[src/rtl/ram_fifo_ctrl_pkg.sv]
// RAM geometry and enable encodings shared by the FIFO controller, its output buffer and the bench.
package qlf_fifo_pkg;

  localparam int RAM_DATA_W = 32;
  localparam int RAM_ADDR_W = 9;
  localparam int RAM_DEPTH  = 512;

  // DP_RAM16K enables are active low
  localparam logic RAM_EN  = 1'b0;
  localparam logic RAM_DIS = 1'b1;

  typedef logic [RAM_ADDR_W-1:0] ram_addr_t;

endpackage

[src/rtl/ram_fifo_ctrl_if.sv]
// Producer/consumer stream bundle of the RAM FIFO plus its fill-level status.
interface ram_fifo_ctrl_if #(
  parameter int DATA_W = 32,
  parameter int ADDR_W = 9
) ();
  logic [DATA_W-1:0] in_data;
  logic              in_valid;
  logic              in_ready;
  logic [DATA_W-1:0] out_data;
  logic              out_valid;
  logic              out_ready;
  logic [ADDR_W+1:0] level;
  logic              almost_full;

  modport master (
    output in_data, in_valid, out_ready,
    input  in_ready, out_data, out_valid, level, almost_full
  );

  modport slave (
    input  in_data, in_valid, out_ready,
    output in_ready, out_data, out_valid, level, almost_full
  );
endinterface

[src/rtl/ram_fifo_obuf.sv]
// Two-entry output buffer that absorbs RAM read returns; head visible combinationally from registers.
module ram_fifo_obuf #(
  parameter int DATA_W = 32
) (
  input  logic              clk,
  input  logic              i_clr,
  input  logic              i_load,
  input  logic [DATA_W-1:0] i_load_dat,
  input  logic              i_pop,
  output logic [1:0]        o_cnt,
  output logic              o_vld,
  output logic [DATA_W-1:0] o_head
);

  logic [DATA_W-1:0] r_mem [2];
  logic              r_rd_idx;
  logic [1:0]        r_cnt;
  logic              w_wr_idx;

  // A load never arrives while both slots are full, so the slot after the head is always free.
  assign w_wr_idx = r_rd_idx ^ r_cnt[0];

  always_ff @(posedge clk) begin
    if (i_clr) begin
      r_rd_idx <= 1'b0;
      r_cnt    <= 2'd0;
    end else begin
      if (i_pop) r_rd_idx <= ~r_rd_idx;
      r_cnt <= r_cnt + {1'b0, i_load} - {1'b0, i_pop};
    end
  end

  always_ff @(posedge clk) begin
    if (i_load && !i_clr) r_mem[w_wr_idx] <= i_load_dat;
  end

  assign o_cnt  = r_cnt;
  assign o_vld  = (r_cnt != 2'd0);
  assign o_head = r_mem[r_rd_idx];

endmodule

[src/rtl/ram_fifo_ctrl.sv]
// Valid/ready FIFO over one DP_RAM16K: pointers, occupancy, read issue; 3-cycle empty-FIFO latency.
// Define QLF_FIFO_FLUSH_EN to add a synchronous `flush` input that clears FIFO state like R.
module ram_fifo_ctrl
  import qlf_fifo_pkg::*;
#(
  parameter int DATA_W   = RAM_DATA_W,
  parameter int ADDR_W   = RAM_ADDR_W,
  parameter int DEPTH    = RAM_DEPTH,
  parameter int AFULL_TH = 480
) (
  input  logic              clk,
  input  logic              R,
`ifdef QLF_FIFO_FLUSH_EN
  input  logic              flush,
`endif
  ram_fifo_ctrl_if.slave    s_if,
  output logic              ram_wen,
  output logic [ADDR_W-1:0] ram_waddr,
  output logic [DATA_W-1:0] ram_d_in,
  output logic [DATA_W-1:0] ram_wenb,
  output logic              ram_ren,
  output logic [ADDR_W-1:0] ram_raddr,
  input  logic [DATA_W-1:0] ram_d_out
);

  localparam logic [ADDR_W:0]   L_DEPTH = (ADDR_W+1)'(DEPTH);
  localparam logic [ADDR_W-1:0] L_LAST  = ADDR_W'(DEPTH - 1);
  localparam logic [ADDR_W+1:0] L_AFULL = (ADDR_W+2)'(AFULL_TH);

  logic [ADDR_W-1:0] r_wptr;
  logic [ADDR_W-1:0] r_rptr;
  logic [ADDR_W:0]   r_ram_cnt;
  logic              r_inflight;
  logic [ADDR_W+1:0] r_level;

  logic              w_clr;
  logic              w_push;
  logic              w_pop;
  logic              w_issue;
  logic [2:0]        w_occ;
  logic [1:0]        w_obuf_cnt;
  logic              w_obuf_vld;
  logic [DATA_W-1:0] w_obuf_head;

`ifdef QLF_FIFO_FLUSH_EN
  assign w_clr = R | flush;
`else
  assign w_clr = R;
`endif

  assign s_if.in_ready = (r_ram_cnt < L_DEPTH);

  assign w_push = s_if.in_valid & s_if.in_ready & ~w_clr;
  assign w_pop  = w_obuf_vld & s_if.out_ready & ~w_clr;

  // Registered ram_cnt keeps a word written this cycle from being read this cycle.
  assign w_occ   = {1'b0, w_obuf_cnt} + {2'b00, r_inflight};
  assign w_issue = (r_ram_cnt != '0) && (w_occ < (3'd2 + {2'b00, w_pop})) && !w_clr;

  assign ram_wen   = w_push ? RAM_EN : RAM_DIS;
  assign ram_waddr = r_wptr;
  assign ram_d_in  = s_if.in_data;
  assign ram_wenb  = '1;
  assign ram_ren   = w_issue ? RAM_EN : RAM_DIS;
  assign ram_raddr = r_rptr;

  always_ff @(posedge clk) begin
    if (w_clr) begin
      r_wptr     <= '0;
      r_rptr     <= '0;
      r_ram_cnt  <= '0;
      r_inflight <= 1'b0;
      r_level    <= '0;
    end else begin
      if (w_push)  r_wptr <= (r_wptr == L_LAST) ? '0 : r_wptr + 1'b1;
      if (w_issue) r_rptr <= (r_rptr == L_LAST) ? '0 : r_rptr + 1'b1;
      r_ram_cnt  <= r_ram_cnt + {{ADDR_W{1'b0}}, w_push} - {{ADDR_W{1'b0}}, w_issue};
      r_inflight <= w_issue;
      r_level    <= r_level + {{(ADDR_W+1){1'b0}}, w_push} - {{(ADDR_W+1){1'b0}}, w_pop};
    end
  end

  ram_fifo_obuf #(
    .DATA_W (DATA_W)
  ) u_obuf (
    .clk        (clk),
    .i_clr      (w_clr),
    .i_load     (r_inflight),
    .i_load_dat (ram_d_out),
    .i_pop      (w_pop),
    .o_cnt      (w_obuf_cnt),
    .o_vld      (w_obuf_vld),
    .o_head     (w_obuf_head)
  );

  assign s_if.out_data    = w_obuf_head;
  assign s_if.out_valid   = w_obuf_vld;
  assign s_if.level       = r_level;
  assign s_if.almost_full = (r_level >= L_AFULL);

endmodule

[src/flat_wrapper.sv]
// flat-port wrapper written by rule: the top's interface ports become plain ports
module ram_fifo_ctrl_flat import qlf_fifo_pkg::*;
#(
  parameter int DATA_W   = RAM_DATA_W,
  parameter int ADDR_W   = RAM_ADDR_W,
  parameter int DEPTH    = RAM_DEPTH,
  parameter int AFULL_TH = 480
)
  (clk, R, ram_wen, ram_waddr, ram_d_in, ram_wenb, ram_ren, ram_raddr, ram_d_out, s_if_in_data, s_if_in_valid, s_if_out_ready, s_if_in_ready, s_if_out_data, s_if_out_valid, s_if_level, s_if_almost_full);
  ram_fifo_ctrl_if #(.DATA_W(DATA_W), .ADDR_W(ADDR_W)) s_if_i ();
  input  logic clk;
  input  logic R;
  output logic ram_wen;
  output logic [ADDR_W-1:0] ram_waddr;
  output logic [DATA_W-1:0] ram_d_in;
  output logic [DATA_W-1:0] ram_wenb;
  output logic ram_ren;
  output logic [ADDR_W-1:0] ram_raddr;
  input  logic [DATA_W-1:0] ram_d_out;
  input wire logic [$bits(s_if_i.in_data)-1:0] s_if_in_data;
  input wire logic [$bits(s_if_i.in_valid)-1:0] s_if_in_valid;
  input wire logic [$bits(s_if_i.out_ready)-1:0] s_if_out_ready;
  output wire logic [$bits(s_if_i.in_ready)-1:0] s_if_in_ready;
  output wire logic [$bits(s_if_i.out_data)-1:0] s_if_out_data;
  output wire logic [$bits(s_if_i.out_valid)-1:0] s_if_out_valid;
  output wire logic [$bits(s_if_i.level)-1:0] s_if_level;
  output wire logic [$bits(s_if_i.almost_full)-1:0] s_if_almost_full;
  assign s_if_i.in_data = s_if_in_data;
  assign s_if_i.in_valid = s_if_in_valid;
  assign s_if_i.out_ready = s_if_out_ready;
  assign s_if_in_ready = s_if_i.in_ready;
  assign s_if_out_data = s_if_i.out_data;
  assign s_if_out_valid = s_if_i.out_valid;
  assign s_if_level = s_if_i.level;
  assign s_if_almost_full = s_if_i.almost_full;
  ram_fifo_ctrl #(.DATA_W(DATA_W), .ADDR_W(ADDR_W), .DEPTH(DEPTH), .AFULL_TH(AFULL_TH)) u_core (.clk(clk), .R(R), .s_if(s_if_i), .ram_wen(ram_wen), .ram_waddr(ram_waddr), .ram_d_in(ram_d_in), .ram_wenb(ram_wenb), .ram_ren(ram_ren), .ram_raddr(ram_raddr), .ram_d_out(ram_d_out));
endmodule
[config.mk]
export PLATFORM = sky130hd
export DESIGN_NAME = ram_fifo_ctrl_flat
export DESIGN_NICKNAME = d
export VERILOG_FILES = /design/src/rtl/ram_fifo_ctrl_pkg.sv /design/src/rtl/ram_fifo_ctrl_if.sv /design/src/rtl/ram_fifo_obuf.sv /design/src/rtl/ram_fifo_ctrl.sv /design/src/flat_wrapper.sv
export SDC_FILE = /design/constraint.sdc
export NUM_CORES = 1
export LEC_CHECK = 0
export BUFFER_PORTS_ARGS = -buffer_cell sky130_fd_sc_hd__buf_2
export CAP_MARGIN = 30
export CORE_MARGIN = 4
export CORE_UTILIZATION = 45
export DETAILED_ROUTE_END_ITERATION = 6
export GPL_ROUTABILITY_DRIVEN = 0
export PLACE_DENSITY = 0.81
export SYNTH_ARGS = -nofsm -noshare
export SYNTH_HDL_FRONTEND = slang
export SYNTH_SLANG_ARGS = --single-unit
export TNS_END_PERCENT = 20
[constraint.sdc]
create_clock -name clk -period 5.15 [get_ports clk]
set_input_delay 0.515 -clock clk [delete_from_list [all_inputs] [get_ports clk]]
set_output_delay 0.515 -clock clk [all_outputs]
set_load 0.02 [all_outputs]
### Word level (Yosys, flattened, before mapping)

Memories as Yosys holds them, arrays and structs flattened. A register that Yosys moved wholly into a read port is not among the register bits.
Cells that the tools add are included.

| word-level totals | value |
|---|---|
| RAM bits | 64 |
| register bits after elaboration | 43 |
| input bits | 68 |
| memories kept | 1 |
| word-level logic and storage cells | 44 |
| output and inout port bits | 130 |

Memories:

| name | depth | bits a word | rd ports | clocked after Yosys merged registers in | write ports | line | source |
|---|---|---|---|---|---|---|---|
| u_core.u_obuf.r_mem | 2 | 32 | 1 | 1 | 1 | ram_fifo_obuf.sv:15 | `logic [DATA_W-1:0] r_mem [2];` |

| operators by class | value |
|---|---|
| $lt $le $gt $ge | 3 |
| equality and inequality tests | 2 |
| reduce and logical (&&, ||, !) cells | 6 |
| mux-type cells | 8 |
| bitwise logic cells | 7 |
| $add $sub $neg | 10 |

Operators by type and width:

| kind | count |
|---|---|
| adder 9 x 1 -> 9 bit (second input constant) | 2 |
| == test 9 bit (second input constant) | 2 |
| 2-to-1 mux 9 bit | 2 |
| adder 11 x 1 -> 11 bit | 1 |
| greater-or-equal comparator 11 x 9 -> 1 bit (second input constant) | 1 |
| subtractor 11 x 1 -> 11 bit | 1 |
| adder 10 x 1 -> 10 bit | 1 |
| < comparator 10 bit (second input constant) | 1 |
| nonzero test 10 bit | 1 |
| subtractor 10 x 1 -> 10 bit | 1 |
| 2-to-1 mux 1 bit | 6 |
| bitwise AND 1 bit | 4 |
| adder 2 x 1 -> 3 bit | 1 |
| adder 2 x 1 -> 3 bit (first input constant) | 1 |
| logical AND 1 bit | 3 |
| < comparator 3 bit | 1 |
| adder 2 x 1 -> 2 bit | 1 |
| inverter 1 bit | 2 |
| nonzero test 2 bit | 1 |
| subtractor 2 x 1 -> 2 bit | 1 |
| logical NOT 1 bit | 1 |
| XOR 1 bit | 1 |

### Longest topological paths before layout

| depth | value |
|---|---|
| depth in word-level cells | 8 |
| depth in mapped cells | 13 |
| mapped depth without buffers | 13 |

### By module

Synthesis repeated with hierarchy kept, for this count alone.

| unflattened totals | value |
|---|---|
| cell total of the unflattened synthesis | 481 |
| area total of the unflattened synthesis | 5721.7 um^2 |

By module, submodules not included:

| module | instances | cells each | sequential area each (um^2) | area each (um^2) |
|---|---|---|---|---|
| ram_fifo_ctrl | 1 | 363 | 800.8 | 3062.9 |
| ram_fifo_obuf | 1 | 118 | 2001.9 | 2658.8 |

### Least setup slack after synthesis

OpenSTA, ideal clock, no wires.

| path | value |
|---|---|
| kind | input to register |
| from | input port R |
| to | memory u_core.u_obuf.r_mem[1][0] (enable) |
| data arrival time | 3.300 ns |
| setup slack | 1.389 ns |
| stages on the path | 4 |
| data required time | 4.689 ns |
| buffers on the path | 3 |
| setup time | 0.461 ns |
| path through | buf_6 clkbuf_1 buf_1 nor3_1 |

| on the way | value |
|---|---|
| longest elaborated chain between the ends | 4 |

RTL lines:

| element | line | source |
|---|---|---|
| start: declaration | flat_wrapper.sv:12 | `input logic R;` |
| logical NOT 1 bit | ram_fifo_obuf.sv:34 | `if (i_load && !i_clr) r_mem[w_wr_idx] <= i_load_dat;` |
| logical AND 1 bit | ram_fifo_obuf.sv:34 |  |
| 2-to-1 mux 1 bit | ram_fifo_obuf.sv:34 |  |
| 2-to-1 mux 1 bit (implied by the code) | ram_fifo_obuf.sv:34 |  |
| end: declaration | ram_fifo_obuf.sv:15 |  |

No other way between the ends.

### Final worst setup path

| path | value |
|---|---|
| from | register u_core.u_obuf.r_cnt[0], in the netlist u_core.u_obuf.o_cnt[0] |
| to | register u_core.r_ram_cnt[6] |

| on the way | value |
|---|---|
| longest elaborated chain between the ends | 8 |
| elaborated cells on any way between the ends | 9 |
| those cells by class | add/sub (3); order compare (1); bitwise (2); reduce/logical (3) |

RTL lines:

| element | line | source |
|---|---|---|
| start: declaration | ram_fifo_obuf.sv:17 | `logic [1:0] r_cnt;` |
| start signal: assignment | ram_fifo_obuf.sv:29 | `r_cnt <= r_cnt + {1'b0, i_load} - {1'b0, i_pop};` |
| nonzero test 2 bit | ram_fifo_obuf.sv:38 | `assign o_vld = (r_cnt != 2'd0);` |
| bitwise AND 1 bit (2 in a row) | ram_fifo_ctrl.sv:54 | `assign w_pop = w_obuf_vld & s_if.out_ready & ~w_clr;` |
| adder 2 x 1 -> 3 bit | ram_fifo_ctrl.sv:58 | `assign w_issue = (r_ram_cnt != '0) && (w_occ < (3'd2 + {2'b00, w_pop})) && !w_clr;` |
| < comparator 3 bit * | ram_fifo_ctrl.sv:58 |  |
| logical AND 1 bit * (2 in a row) | ram_fifo_ctrl.sv:58 |  |
| via u_core.w_issue | ram_fifo_ctrl.sv:39 | `logic w_issue;` |
| subtractor 10 x 1 -> 10 bit * | ram_fifo_ctrl.sv:77 | `r_ram_cnt <= r_ram_cnt + {{ADDR_W{1'b0}}, w_push} - {{ADDR_W{1'b0}}, w_issue};` |
| end signal: assignment | ram_fifo_ctrl.sv:77 |  |
| end: declaration | ram_fifo_ctrl.sv:32 | `logic [ADDR_W:0] r_ram_cnt;` |

The timed path passes the listed nets; every way through them passes the cells marked *.
A chain may end at the register's enable or synchronous reset.

==> out/metrics.csv <==
metric;value;unit
endpoint;u_core.r_ram_cnt[6];
numPortBuffers;101;
muxShareOfSynthArea;7.405;%
antenna_found_initial;0;
clk_pin_slew;0.08;ns
tns;0;ns
syn_to_final_growth;10.92;%
row_count;41;
drc;0;
synthFlopType;edfxtp_1;
synth_compound_area_share;9.729;%
rr_startpoint;u_core.u_obuf.o_cnt[0];
grt_first_pass_wirelength;17.28;mm
cp_top_family;adder cells;
synth.distinct_cells;65;
total_power;0.003751;W
dieArea;14680;um2
cp_num_buf_inv;1;
vias;3823;
final_area;6391;um2
start_kind;flip-flop;
slowest_stage;fa_1;
crit_start;u_core.u_obuf.o_cnt[0];
synthCells;508;
r2r_cells;12;
tightest_slew;0.6289;ns
ir_worst_vdd;0.3108;mV
synth.avg_cell_area;11.34;um2
worst_setup_path_end_kind;flip-flop;
drive_gt1_share;28.35;%
rsz0062_at_grt;no;
hold_buffers;0;
fin_crit_sh;68.93;%
max_stage_delay;0.43;ns
place_ws;1.632;ns
ctsResizeCount;0;
crit_arrival;3.78;ns
cts_tree;yes;
pwr_density_cell;586.9;nW/um2
cp_data_required_time;5.38;ns
final_nets;686;
grt_pass1_vias;3794;
crit_cells;12;
synth-adder-area-share;9.164;%
routedWlPerCell;14.65;um
postPlaceCellArea;6085;um2
timing.slew.headroom;58.07;%
cpMostUsedCell;ha_1;
reg2reg_slack;1.60;ns
cts_root_buffer;clkbuf_16;
maxCapViolCount;0;
htree_levels;3;
cts_setup_buffers;0;
yosys_warnings;0;
ys_seq_area_share;48.64;%
synth_xor_area_share;2.280;%
post_synth_and_or_nand_nor_area_fraction;10.84;%
dieWidth;121.2;um
max_freq;0.2817;GHz
cp_cell_sequence;ha_1 > ha_1 > o31a_1 > nor2_1 > ha_1 > inv_1 > ha_1 > fa_1 > a211o_1 > a31o_2 > a21oi_1 > mux2_1;
setup_viol;0;
async_flop_share;0;%
drtIter0Drc;147;
initial_core_util;45.84;%
skew;0.006638;ns
core_area;12570;um2
r2r_end;u_core.r_ram_cnt[6];
clockBufferDepth;2;
die_y;121.2;um
grt_max_degree;36;
grt_overflow;0;
grt_usage;14.51;%
numCtsBuffers;9;
synth_top_family_by_area;buffers and inverters;
synth_seq_cells;108;
cts.sinks;108;
period_needed;3.550;ns
n_antenna_cell;0;
status;complete, no violations;
synth_edf_count;64;
critical_path.max_fanout;12;
wl;11.05;mm
final_hold_viol_count;0;
fin_ws;1.600;ns
route.antenna.remaining_nets;0;
clkLatencyLatePin;0.35;ns
leakage;2.707;nW
final_max_slew_viol_count;0;
dp_hpwl;8.227;mm
dr.pass1.iters;4;
path_class;flip-flop to flip-flop;
ioPinCount;198;
netlist_area;5762;um2
hp-class;input port to flip-flop;
vias_per_cell;5.070;
finalHoldWorstSlack;0.3498;ns
## routing by layer
| metal | track usage (%) | vias to the layer above | routed length (um) |
|---|---|---|---|
| met5 | 0 | - | 0 |
| met4 | 6.303 | 0 | 316 |
| met3 | 3.170 | 37 | 680 |
| met2 | 24.94 | 134 | 5426 |
| met1 | 17.51 | 1787 | 4625 |
| li1 | - | 1865 | - |
## cell type report
cell class	count	area, um2
multi-input combinational	317	2396
timing repair buffer	105	535.5
clock inverter	7	81.33
fill	1093	6177
tap	172	215.2
sequential	108	2803
clock buffer	9	225.2
inverter	36	135.1
## registers in the layout (all words and copies together), names as in the netlist, named ones only
register and count:
u_core.s_if.level 11, u_core.ram_raddr 9, u_core.u_obuf.r_rd_idx 1, u_core.u_obuf.r_mem 64, u_core.r_ram_cnt 10, u_core.r_inflight 1
u_core.ram_waddr 9, u_core.u_obuf.o_cnt 2
## where the power goes
group          switching (W)  internal, W  total, W
sequential         0.0000983      0.00113   0.00122
clock               0.000340     0.000348  0.000688
combinational        0.00107     0.000768   0.00184
## worst min-delay path by stage
stage	startpoint	to	slack [ns]	cells past startpoint
global route	ram_d_out[7]	u_core.u_obuf.r_mem[1][7]	0.33	1
CTS	ram_d_out[16]	u_core.u_obuf.r_mem[1][16]	0.34	1
global placement	u_core.ram_raddr[8]	u_core.ram_raddr[8]	0.50	2
detailed placement	u_core.ram_raddr[8]	u_core.ram_raddr[8]	0.50	2
floorplan	u_core.u_obuf.r_rd_idx	flip-flop	0.52	2
finish	ram_d_out[4]	u_core.u_obuf.r_mem[0][4]	0.35	1
## cells in the mapped netlist (3+ instances only)
library cell | count | area, um2
a211oi_1 | 3 | 22.52
a21o_1 | 7 | 52.55
a21oi_1 | 12 | 60.06
a31o_2 | 3 | 26.28
a31oi_1 | 4 | 25.02
and3_1 | 6 | 37.54
buf_1 | 4 | 15.01
buf_4 | 64 | 480.5
clkbuf_1 | 7 | 26.28
dfxtp_1 | 44 | 880.8
edfxtp_1 | 64 | 1922
ha_1 | 39 | 488.0
inv_1 | 35 | 131.4
mux2_1 | 6 | 67.56
mux2_2 | 31 | 349.1
nand2_1 | 11 | 41.29
nand2b_1 | 4 | 25.02
nand3_1 | 7 | 35.03
nand4_1 | 7 | 43.79
nor2_1 | 38 | 142.6
nor2b_1 | 14 | 87.58
nor3_1 | 7 | 35.03
o211ai_1 | 3 | 22.52
o21a_1 | 3 | 22.52
o21ai_0 | 7 | 35.03
o21ai_1 | 4 | 20.02
o21bai_1 | 3 | 22.52
o311ai_0 | 5 | 43.79
o31ai_1 | 4 | 30.03
or3_1 | 4 | 25.02
xnor2_1 | 9 | 78.83
xor2_1 | 6 | 52.55
## through the flow
stage | util, % | std cells
final | 50.85 | 754
after floorplan | - | 539
after detailed placement | 48.41 | 738
after global placement | 48.41 | 738
after global routing | 50.85 | 754
after CTS | 50.85 | 754
## cells by family after synthesis
kind of cell,count (synthesis)
other,1
AO/OA/AOI/OAI,75
buffers and inverters,114
flip-flops,108
XOR/XNOR,15
adder cells (fa/ha/maj),41
AND/OR/NAND/NOR,116
multiplexers,38
## worst reg2reg max path: cells and delay by family (launching register included)
family,cells,cell delay (ns)
fa+ha+maj,5,1.45
compound gates,4,1.13
flops,1,0.37
mux,1,0.33
simple gates,1,0.12
buf+inv,1,0.05
## placed cells by master, fill, tap and decap left out, drive strengths merged, types with 3 or more instances in the layout
cell type and instances:
nand2b 4, or3 5, o21a 3, inv 40
nand3 7, clkinv 3, nor3 9, nand4 7
and3 6, a21o 7, a21oi 12, nor2b 14
ha 39, a211oi 3, xnor2 9, nor2 38
mux2 37, a31oi 4, buf 105, nand2 11
o311ai 7, xor2 6, a31o 3, clkbuf 9
o31ai 4, o211ai 3, o21ai 11, edfxtp 64
dfxtp 44, conb 32, o21bai 3
Power figures use the tool's default switching activity.
